## src/rtl/cla.sv

```systemverilog
// 4-bit carry-look-ahead adder slice: all carries are resolved from the generate and
// propagate terms in two logic levels instead of rippling bit to bit.
module cla (
  input  logic [3:0] a,
  input  logic [3:0] b,
  input  logic       cin,
  output logic [3:0] s,
  output logic       cout
);

  logic [3:0] g;
  logic [3:0] p;
  logic [3:0] c;

  always_comb begin
    g = a & b;
    p = a ^ b;
    c[0] = cin;
    c[1] = g[0] | (p[0] & cin);
    c[2] = g[1] | (p[1] & g[0]) | (p[1] & p[0] & cin);
    c[3] = g[2] | (p[2] & g[1]) | (p[2] & p[1] & g[0]) | (p[2] & p[1] & p[0] & cin);
    cout = g[3] | (p[3] & g[2]) | (p[3] & p[2] & g[1]) | (p[3] & p[2] & p[1] & g[0])
         | (p[3] & p[2] & p[1] & p[0] & cin);
    s    = p ^ c;
  end

endmodule

```

## src/rtl/nibble_serial_adder.sv

```systemverilog
// Multi-cycle WIDTH-bit adder that feeds one 4-bit CLA slice per cycle, LSB slice first,
// with valid/ready handshakes on the operand and result sides.
module nibble_serial_adder #(
  parameter int unsigned WIDTH = 16
) (
  input  logic             clk,
  input  logic             rst_n,
  input  logic             in_valid,
  output logic             in_ready,
  input  logic [WIDTH-1:0] a,
  input  logic [WIDTH-1:0] b,
  input  logic             cin,
  output logic             out_valid,
  input  logic             out_ready,
  output logic [WIDTH-1:0] sum,
  output logic             cout,
  output logic             ovf
);

  localparam int unsigned NSLICE = WIDTH / 4;
  localparam int unsigned CntW   = (NSLICE > 1) ? $clog2(NSLICE) : 1;
  localparam logic [CntW-1:0] LastCnt = CntW'(NSLICE - 1);

  typedef enum logic [1:0] {StIdle, StRun, StDone} state_e;

  state_e             state_q, state_d;
  logic [CntW-1:0]    cnt_q, cnt_d;
  logic               carry_q, carry_d;
  logic [WIDTH-1:0]   a_sh_q, a_sh_d;
  logic [WIDTH-1:0]   b_sh_q, b_sh_d;
  logic [WIDTH-1:0]   sum_sh_q, sum_sh_d;
  logic               a_msb_q, a_msb_d;
  logic               b_msb_q, b_msb_d;
  logic [WIDTH-1:0]   sum_q, sum_d;
  logic               cout_q, cout_d;
  logic               ovf_q, ovf_d;

  logic [3:0]         cla_s;
  logic               cla_cout;
  logic [WIDTH+3:0]   sum_cat;
  logic [WIDTH-1:0]   sum_sh_next;

  cla u_cla (
    .a    (a_sh_q[3:0]),
    .b    (b_sh_q[3:0]),
    .cin  (carry_q),
    .s    (cla_s),
    .cout (cla_cout)
  );

  // New slice enters at the top; after NSLICE shifts slice k sits in bits 4k+3:4k.
  assign sum_cat     = {cla_s, sum_sh_q};
  assign sum_sh_next = sum_cat[WIDTH+3:4];

  assign in_ready  = rst_n && (state_q == StIdle);
  assign out_valid = (state_q == StDone);
  assign sum       = sum_q;
  assign cout      = cout_q;
  assign ovf       = ovf_q;

  always_comb begin
    state_d  = state_q;
    cnt_d    = cnt_q;
    carry_d  = carry_q;
    a_sh_d   = a_sh_q;
    b_sh_d   = b_sh_q;
    sum_sh_d = sum_sh_q;
    a_msb_d  = a_msb_q;
    b_msb_d  = b_msb_q;
    sum_d    = sum_q;
    cout_d   = cout_q;
    ovf_d    = ovf_q;
    case (state_q)
      StIdle: begin
        if (in_valid && in_ready) begin
          a_sh_d  = a;
          b_sh_d  = b;
          carry_d = cin;
          a_msb_d = a[WIDTH-1];
          b_msb_d = b[WIDTH-1];
          cnt_d   = '0;
          state_d = StRun;
        end
      end
      StRun: begin
        a_sh_d   = a_sh_q >> 4;
        b_sh_d   = b_sh_q >> 4;
        sum_sh_d = sum_sh_next;
        carry_d  = cla_cout;
        cnt_d    = cnt_q + 1'b1;
        if (cnt_q == LastCnt) begin
          sum_d   = sum_sh_next;
          cout_d  = cla_cout;
          ovf_d   = (a_msb_q == b_msb_q) && (sum_sh_next[WIDTH-1] != a_msb_q);
          state_d = StDone;
        end
      end
      StDone: begin
        if (out_ready) state_d = StIdle;
      end
      default: state_d = StIdle;
    endcase
  end

  always_ff @(posedge clk or negedge rst_n) begin
    if (!rst_n) begin
      state_q  <= StIdle;
      cnt_q    <= '0;
      carry_q  <= 1'b0;
      a_sh_q   <= '0;
      b_sh_q   <= '0;
      sum_sh_q <= '0;
      a_msb_q  <= 1'b0;
      b_msb_q  <= 1'b0;
      sum_q    <= '0;
      cout_q   <= 1'b0;
      ovf_q    <= 1'b0;
    end else begin
      state_q  <= state_d;
      cnt_q    <= cnt_d;
      carry_q  <= carry_d;
      a_sh_q   <= a_sh_d;
      b_sh_q   <= b_sh_d;
      sum_sh_q <= sum_sh_d;
      a_msb_q  <= a_msb_d;
      b_msb_q  <= b_msb_d;
      sum_q    <= sum_d;
      cout_q   <= cout_d;
      ovf_q    <= ovf_d;
    end
  end

endmodule

```

## config.mk

```make
export PLATFORM = sky130hd
export DESIGN_NAME = nibble_serial_adder
export DESIGN_NICKNAME = d
export VERILOG_FILES = /design/src/rtl/cla.sv /design/src/rtl/nibble_serial_adder.sv
export SDC_FILE = /design/constraint.sdc
export NUM_CORES = 1
export LEC_CHECK = 0
export CORE_MARGIN = 2
export CORE_UTILIZATION = 51
export CTS_CLUSTER_DIAMETER = 60
export DETAILED_ROUTE_END_ITERATION = 7
export PLACE_DENSITY = 0.79
export SYNTH_ARGS = -nofsm -noshare
export SYNTH_HDL_FRONTEND = slang
export SYNTH_SLANG_ARGS = --single-unit
```

## constraint.sdc

```tcl
create_clock -name clk -period 1.99 [get_ports clk]
set_input_delay 0.398 -clock clk [delete_from_list [all_inputs] [get_ports clk]]
set_output_delay 0.398 -clock clk [all_outputs]
set_load 0.005 [all_outputs]
```

==> impl_metrics.toml, run 1 <==
[outcome]
run_status = "complete, no violations"

[detailed_routing]
num_vias = 2256
wl_um = 5841
dr.first_iter.drc_count = 108
ant_nets = 0
wl_met3_um = 283
wl_met2_um = 2856
drc_errors = 0
routedWlPerCell_um = 13.81
topRoutingLayerUsed = "met4"
dr.pass1.iters = 4
wl_met1_um = 2579
via_per_inst = 5.333

[timing]
finalHoldViolCount = 0
setup_violations = 0
fin_skew_ns = 0.01124
final.setup.tns_ns = 0
drv_slew = 0
slew_headroom_pct = 69.19
fmax_mhz = 519.6
fin_crit_ns = 1.925
tightest_slew_ns = 0.4622
setup_slack_ns = 0.06547
post-route-period-util_pct = 96.71
rsz0062_at_grt = "no"

[grt]
gr-total-overflow = 0
antenna_found_initial = 0
grt_pass1_vias = 2194
grt_max_degree = 38
grt_pass1_wl_um = 10140
grtUsageTotal_pct = 21.24

[final_layout]
diodes = 0
area_growth_pct = 29.91
layout-drive-gt1-share_pct = 9.402
fin_nets = 390

[placed_design]
gp_congestion = 0.7827
place_ws_ns = 0.2953
hpwl_um = 4001
io_buffers = 56

[clocking]
cts_tree = "built"
cts_root_buf = "clkbuf_8"
cts_max_level = 3
clk_latency_ns = 0.34
cts_sinks = 69
cts_made_buffers = 9
clockBufferDepth = 2
clk_pin_slew_ns = 0.07
post_cts_buffers = 0

[floorplanning]
die_w_um = 79.23
initial_core_util_pct = 52.74
ios = 57
die_h_um = 79.23
die-area_sq_um = 6277
rows = 27
core_sq_um = 5473

[logic_synthesis]
yosysWarnings = 0
syn_area_sq_um = 2887
ys_seq_area_share_pct = 59.82
ys_seq_elements = 69
synth_fp_nets = 327
yosysUniqueCellTypes = 32
synthCells = 284
syn_avg_cell_area_sq_um = 10.16

[power_and_ir_drop]
combPwrFrac_pct = 41.5
p_int_w = 0.003902
p_sw_share_pct = 35.98
power.net_switching_w = 0.002192
vdd_drop_max_uv = 760.2
power.density_nw_per_um2 = 1625
leakagePower_nw = 1.740
power_frac_seq_pct = 40.5
p_clk_share_pct = 18.1

[worst_setup_path]
startpoint = "state_q[0]$_DFFE_PN0P_"
critPathLaunchType = "register"
crit_path_max_fanout = 8
r2r-start = "a_sh_q[0]$_DFFE_PN0P_"
required_ns = 1.59
worstPathArrival_ns = 1.53
criticalPathCategory = "reg -> out"
cp-end-kind = "output port"
reg2regPathDepth = 5

[job]
max_cap_violations = 0

[min_path]
hold_class = "in -> async"
[area by class of cell]
cell class | count | area [sq um]
clock buffer | 15 | 196.4
fill | 444 | 1723
inverter | 4 | 15.01
multi-input combinational | 196 | 1082
sequential | 69 | 1728
tap | 72 | 90.09
timing repair buffer | 67 | 638.1
[what timing repair did]
item | in CTS | in global routing
endpoints found under the setup margin | 0 | 2
gates resized for setup | 0 | 1
hold buffers | 0 | 0
[critical path, cell delays in order (launching register included)]
cell	delay, ns
dfrtp_2	0.46
nor3b_1	0.20
clkdlybuf4s50_1	0.52
[placed cells by master, fill, tap and decap left out, types with 6 or more instances in the layout]
| master | n |
|---|---|
| clkbuf_8 | 14 |
| o21ai_1 | 12 |
| nand2_1 | 59 |
| buf_4 | 11 |
| o22ai_1 | 24 |
| a21oi_1 | 7 |
| nand3_1 | 6 |
| clkdlybuf4s50_1 | 55 |
| nor2_1 | 47 |
| mux2_1 | 12 |
| dfrtp_1 | 68 |
[state kept, by name (all words and copies together) (netlist names)]
register and flops:
b_sh_q 16, carry_q 1, ovf 1, b_msb_q 1
sum_sh_q 12, sum 16, cout 1, a_sh_q 16
a_msb_q 1, cnt_q 2, state_q 2
[Yosys cell counts, drive strengths merged]
master   count  area, sq um
a211oi       1        7.510
a21o         1        7.510
a21oi        7        35.03
a22oi        1        7.510
and4         1        11.26
buf         13        63.81
clkbuf       2        7.510
dfrtp       69         1727
fa           1        20.02
ha           5        62.56
inv          4        15.01
mux2        12        135.1
nand2       59        221.5
nand2b       3        18.77
nand3        6        30.03
nand3b       1        11.26
nand4bb      1        11.26
nor2        47        176.4
nor2b        2        12.51
nor3         1        5.000
nor3b        1        7.510
nor4bb       1        10.01
o211ai       1        12.51
o21a         1        7.510
o21ai       14        70.07
o22ai       24        150.1
o31ai        1        7.510
or3          2        17.52
xor2         2        17.52
[logic make-up after synthesis]
family,Yosys count,synth area share [%]
compound gates,51,10.58
xor+xnor,2,0.6070
fa+ha+maj,6,2.861
buf+inv,19,2.991
flops,69,59.82
mux,12,4.681
simple gates,125,18.47
[power by group through the flow]
stage                     Clock (W)  Combinational, W  Sequential (W)
final                       0.00110           0.00253         0.00247
after floorplan                   0           0.00170         0.00239
after detailed placement          0           0.00252         0.00249
after global routing        0.00119           0.00286         0.00255
after CTS                   0.00112           0.00255         0.00247
after global placement            0           0.00244         0.00246
[per-stage QoR]
step | hold WS, ns | cells | total power, W | instance area, sq um | utilization, %
5_1_grt | 0.1914 | 423 | 0.006601 | 3750 | 68.52
3_5_place_dp | 0.4628 | 408 | 0.005009 | 3552 | 64.91
6_report | 0.1457 | 423 | 0.006094 | 3750 | 68.52
3_3_place_gp | 0.4543 | 408 | 0.004900 | 3552 | 64.91
4_1_cts | 0.1477 | 423 | 0.006143 | 3749 | 68.50
2_1_floorplan | 0.1024 | 284 | 0.004085 | 2887 | -
[path summary, 6_finish.rpt]
path                                           end  slack (ns)
hold reg to reg            sum_sh_q[7]$_DFFE_PN0N_        0.47
min in group clk           sum_sh_q[7]$_DFFE_PN0N_        0.47
setup / recovery                          in_ready        0.07
hold / removal                  sum[1]$_DFFE_PN0P_        0.15
setup reg to reg                   ovf$_DFFE_PN0P_        0.27
max in group asynchronous   state_q[0]$_DFFE_PN0P_        1.48
[layer usage]
layer  vias to the layer above  track usage, %
li1                       1088               -
met1                      1083           28.03
met2                        72           33.47
met3                        13           3.977
met4                         0           11.21
met5                         -               0
(Power assumes the default switching activity.)
==> inputs of run 2 (changes only) <==
- HOLD_SLACK_MARGIN: unset -> 0.15
- PLACE_DENSITY: 0.79 -> 0.78
==> impl_metrics.toml, run 2 (synthesis results as in run 1) <==
[final_layout]
multiInputGateArea_sq_um = 1076
fin_nets = 396
fin_util_pct = 69.43
instances_no_fill = 430
area_growth_pct = 31.64
regArea_sq_um = 1729
layout-drive-gt1-share_pct = 10.89
layout_commonest_cell = "dfrtp_1"
layout_common_cells = "dfrtp_1 (67), nand2_1 (59), clkdlybuf4s50_1 (55)"
diodes = 0
nFillCells = 453

[clocking]
cts_root_buf = "clkbuf_8"
cts_max_level = 3
clk_pin_slew_ns = 0.07
cts_sinks = 69
clk_latency_ns = 0.33
clockBufferDepth = 2
cts_made_buffers = 9
cts_tree = "built"

[timing]
setup_violations = 0
fin_skew_ns = 0.005669
post-route-period-util_pct = 95.65
tightest_slew_ns = 0.4908
drv_slew = 0
fmax_mhz = 525.4
finalHoldViolCount = 0
fin_crit_ns = 1.903
slew_headroom_pct = 67.28

[worst_setup_path]
crit_end = "in_ready"
worstPathArrival_ns = 1.51
reg2reg_slack_ns = 0.24
crit_chain = "nor3b_1 -> clkdlybuf4s50_1"
r2r-start = "a_sh_q[0]$_DFFE_PN0P_"
cp-end-kind = "output port"
critPathBufInv = 1
criticalPathCategory = "reg -> out"
r2r_end = "ovf$_DFFE_PN0P_"
startpoint = "state_q[0]$_DFFE_PN0P_"
crit_slowest_cell = "clkdlybuf4s50_1"
reg2regPathDepth = 5
crit_path_max_fanout = 6
crit_cells = 2
slowest_delay_ns = 0.52
required_ns = 1.59
critPathLaunchType = "register"
cp_top_family = "buffers and inverters"

[power_and_ir_drop]
combPwrFrac_pct = 42.8
leakagePower_nw = 1.774
p_clk_share_pct = 17.8
p_sw_share_pct = 35.91
power.density_nw_per_um2 = 1628
power.total_w = 0.006187
vdd_drop_max_uv = 690.7
power.net_switching_w = 0.002222
power_frac_seq_pct = 39.4
p_int_w = 0.003965

[grt]
antenna_found_initial = 0
grt_pass1_vias = 2277
grt_max_degree = 40
grtUsageTotal_pct = 21.09
grt_pass1_wl_um = 10140
gr-total-overflow = 0

[floorplanning]
die_w_um = 79.23
die_h_um = 79.23
ios = 57
die-area_sq_um = 6277
core_sq_um = 5473
initial_core_util_pct = 52.74
rows = 27

[min_path]
hold_class = "in -> async"

[detailed_routing]
ant_nets = 0
wl_um = 5926
routedWlPerCell_um = 13.78
num_vias = 2276
via_per_inst = 5.293
dr.first_iter.drc_count = 73
dr.pass1.iters = 4
drc_errors = 0

[placed_design]
hpwl_um = 4224
io_buffers = 56
dp.cells = 409
gp_congestion = 0.7945

[job]
max_cap_violations = 0

[outcome]
run_status = "complete, no violations"
run 2: changes by cell type in the layout (fill, tap and decap cells not counted):
cell,delta
dfrtp_2,+1
buf_12,+1
bufinv_16,+1
nor4bb_1,+1
nor4bb_2,-1
clkinv_2,+4
dlygate4sd3_1,+1
dfrtp_1,-1
buf_4,+4
clkbuf_8,-4
run 2: worst min path at each step:
stage	to	slack, ns	cells after the start
after floorplan	a_msb_q$_DFFE_PN0P_	0.10	0
after CTS	state_q[1]$_DFFE_PN0P_	0.17	2
after global placement	sum_sh_q[6]$_DFFE_PN0N_	0.45	2
final	cnt_q[1]$_DFFE_PN0P_	0.17	2
after global routing	state_q[1]$_DFFE_PN0P_	0.21	2
after detailed placement	sum_sh_q[4]$_DFFE_PN0N_	0.46	2
run 2: metal layers:
metal / track usage, % / wire length [um] / up-vias
met1: 26.53 / 2621 / 1091
met4: 12.41 / 155 / 0
met5: 0 / 0 / -
li1: - / - / 1104
met2: 33.90 / 2861 / 69
met3: 4.205 / 288 / 12
run 2: metrics by stage:
stage	worst slack, ns	TNS (ns)	hold WS, ns	cell area [sq um]
floorplan	0.3478	0	0.1024	2887
global placement	0.2398	0	0.4536	3566
detailed placement	0.2217	0	0.4596	3566
CTS	0.003457	0	0.1701	3767
global route	-0.005253	-0.005253	0.2057	3800
finish	0.08657	0	0.1699	3800
run 2: cell type report:
cell class	instances	share of cell area [%]
sequential	69	45.51
multi-input combinational	196	28.32
timing repair buffer	73	18.37
clock buffer	11	3.721
tap	72	2.371
clock inverter	5	1.317
inverter	4	0.3951
run 2: power by group through the flow:
stage          Sequential, W  Combinational [W]  Clock [W]
3_3_place_gp         0.00245            0.00249          0
2_1_floorplan        0.00239            0.00170          0
3_5_place_dp         0.00248            0.00261          0
4_1_cts              0.00245            0.00262    0.00113
6_report             0.00243            0.00265    0.00110
5_1_grt              0.00252            0.00297    0.00120
run 2: timing repair:
| item | CTS | global route |
|---|---|---|
| hold buffers | 1 | 0 |
| setup endpoints to repair | 0 | 2 |
| endpoints found under the hold margin | 30 | 0 |
| gates resized for setup | 0 | 2 |
| buffers inserted | 0 | 4 |
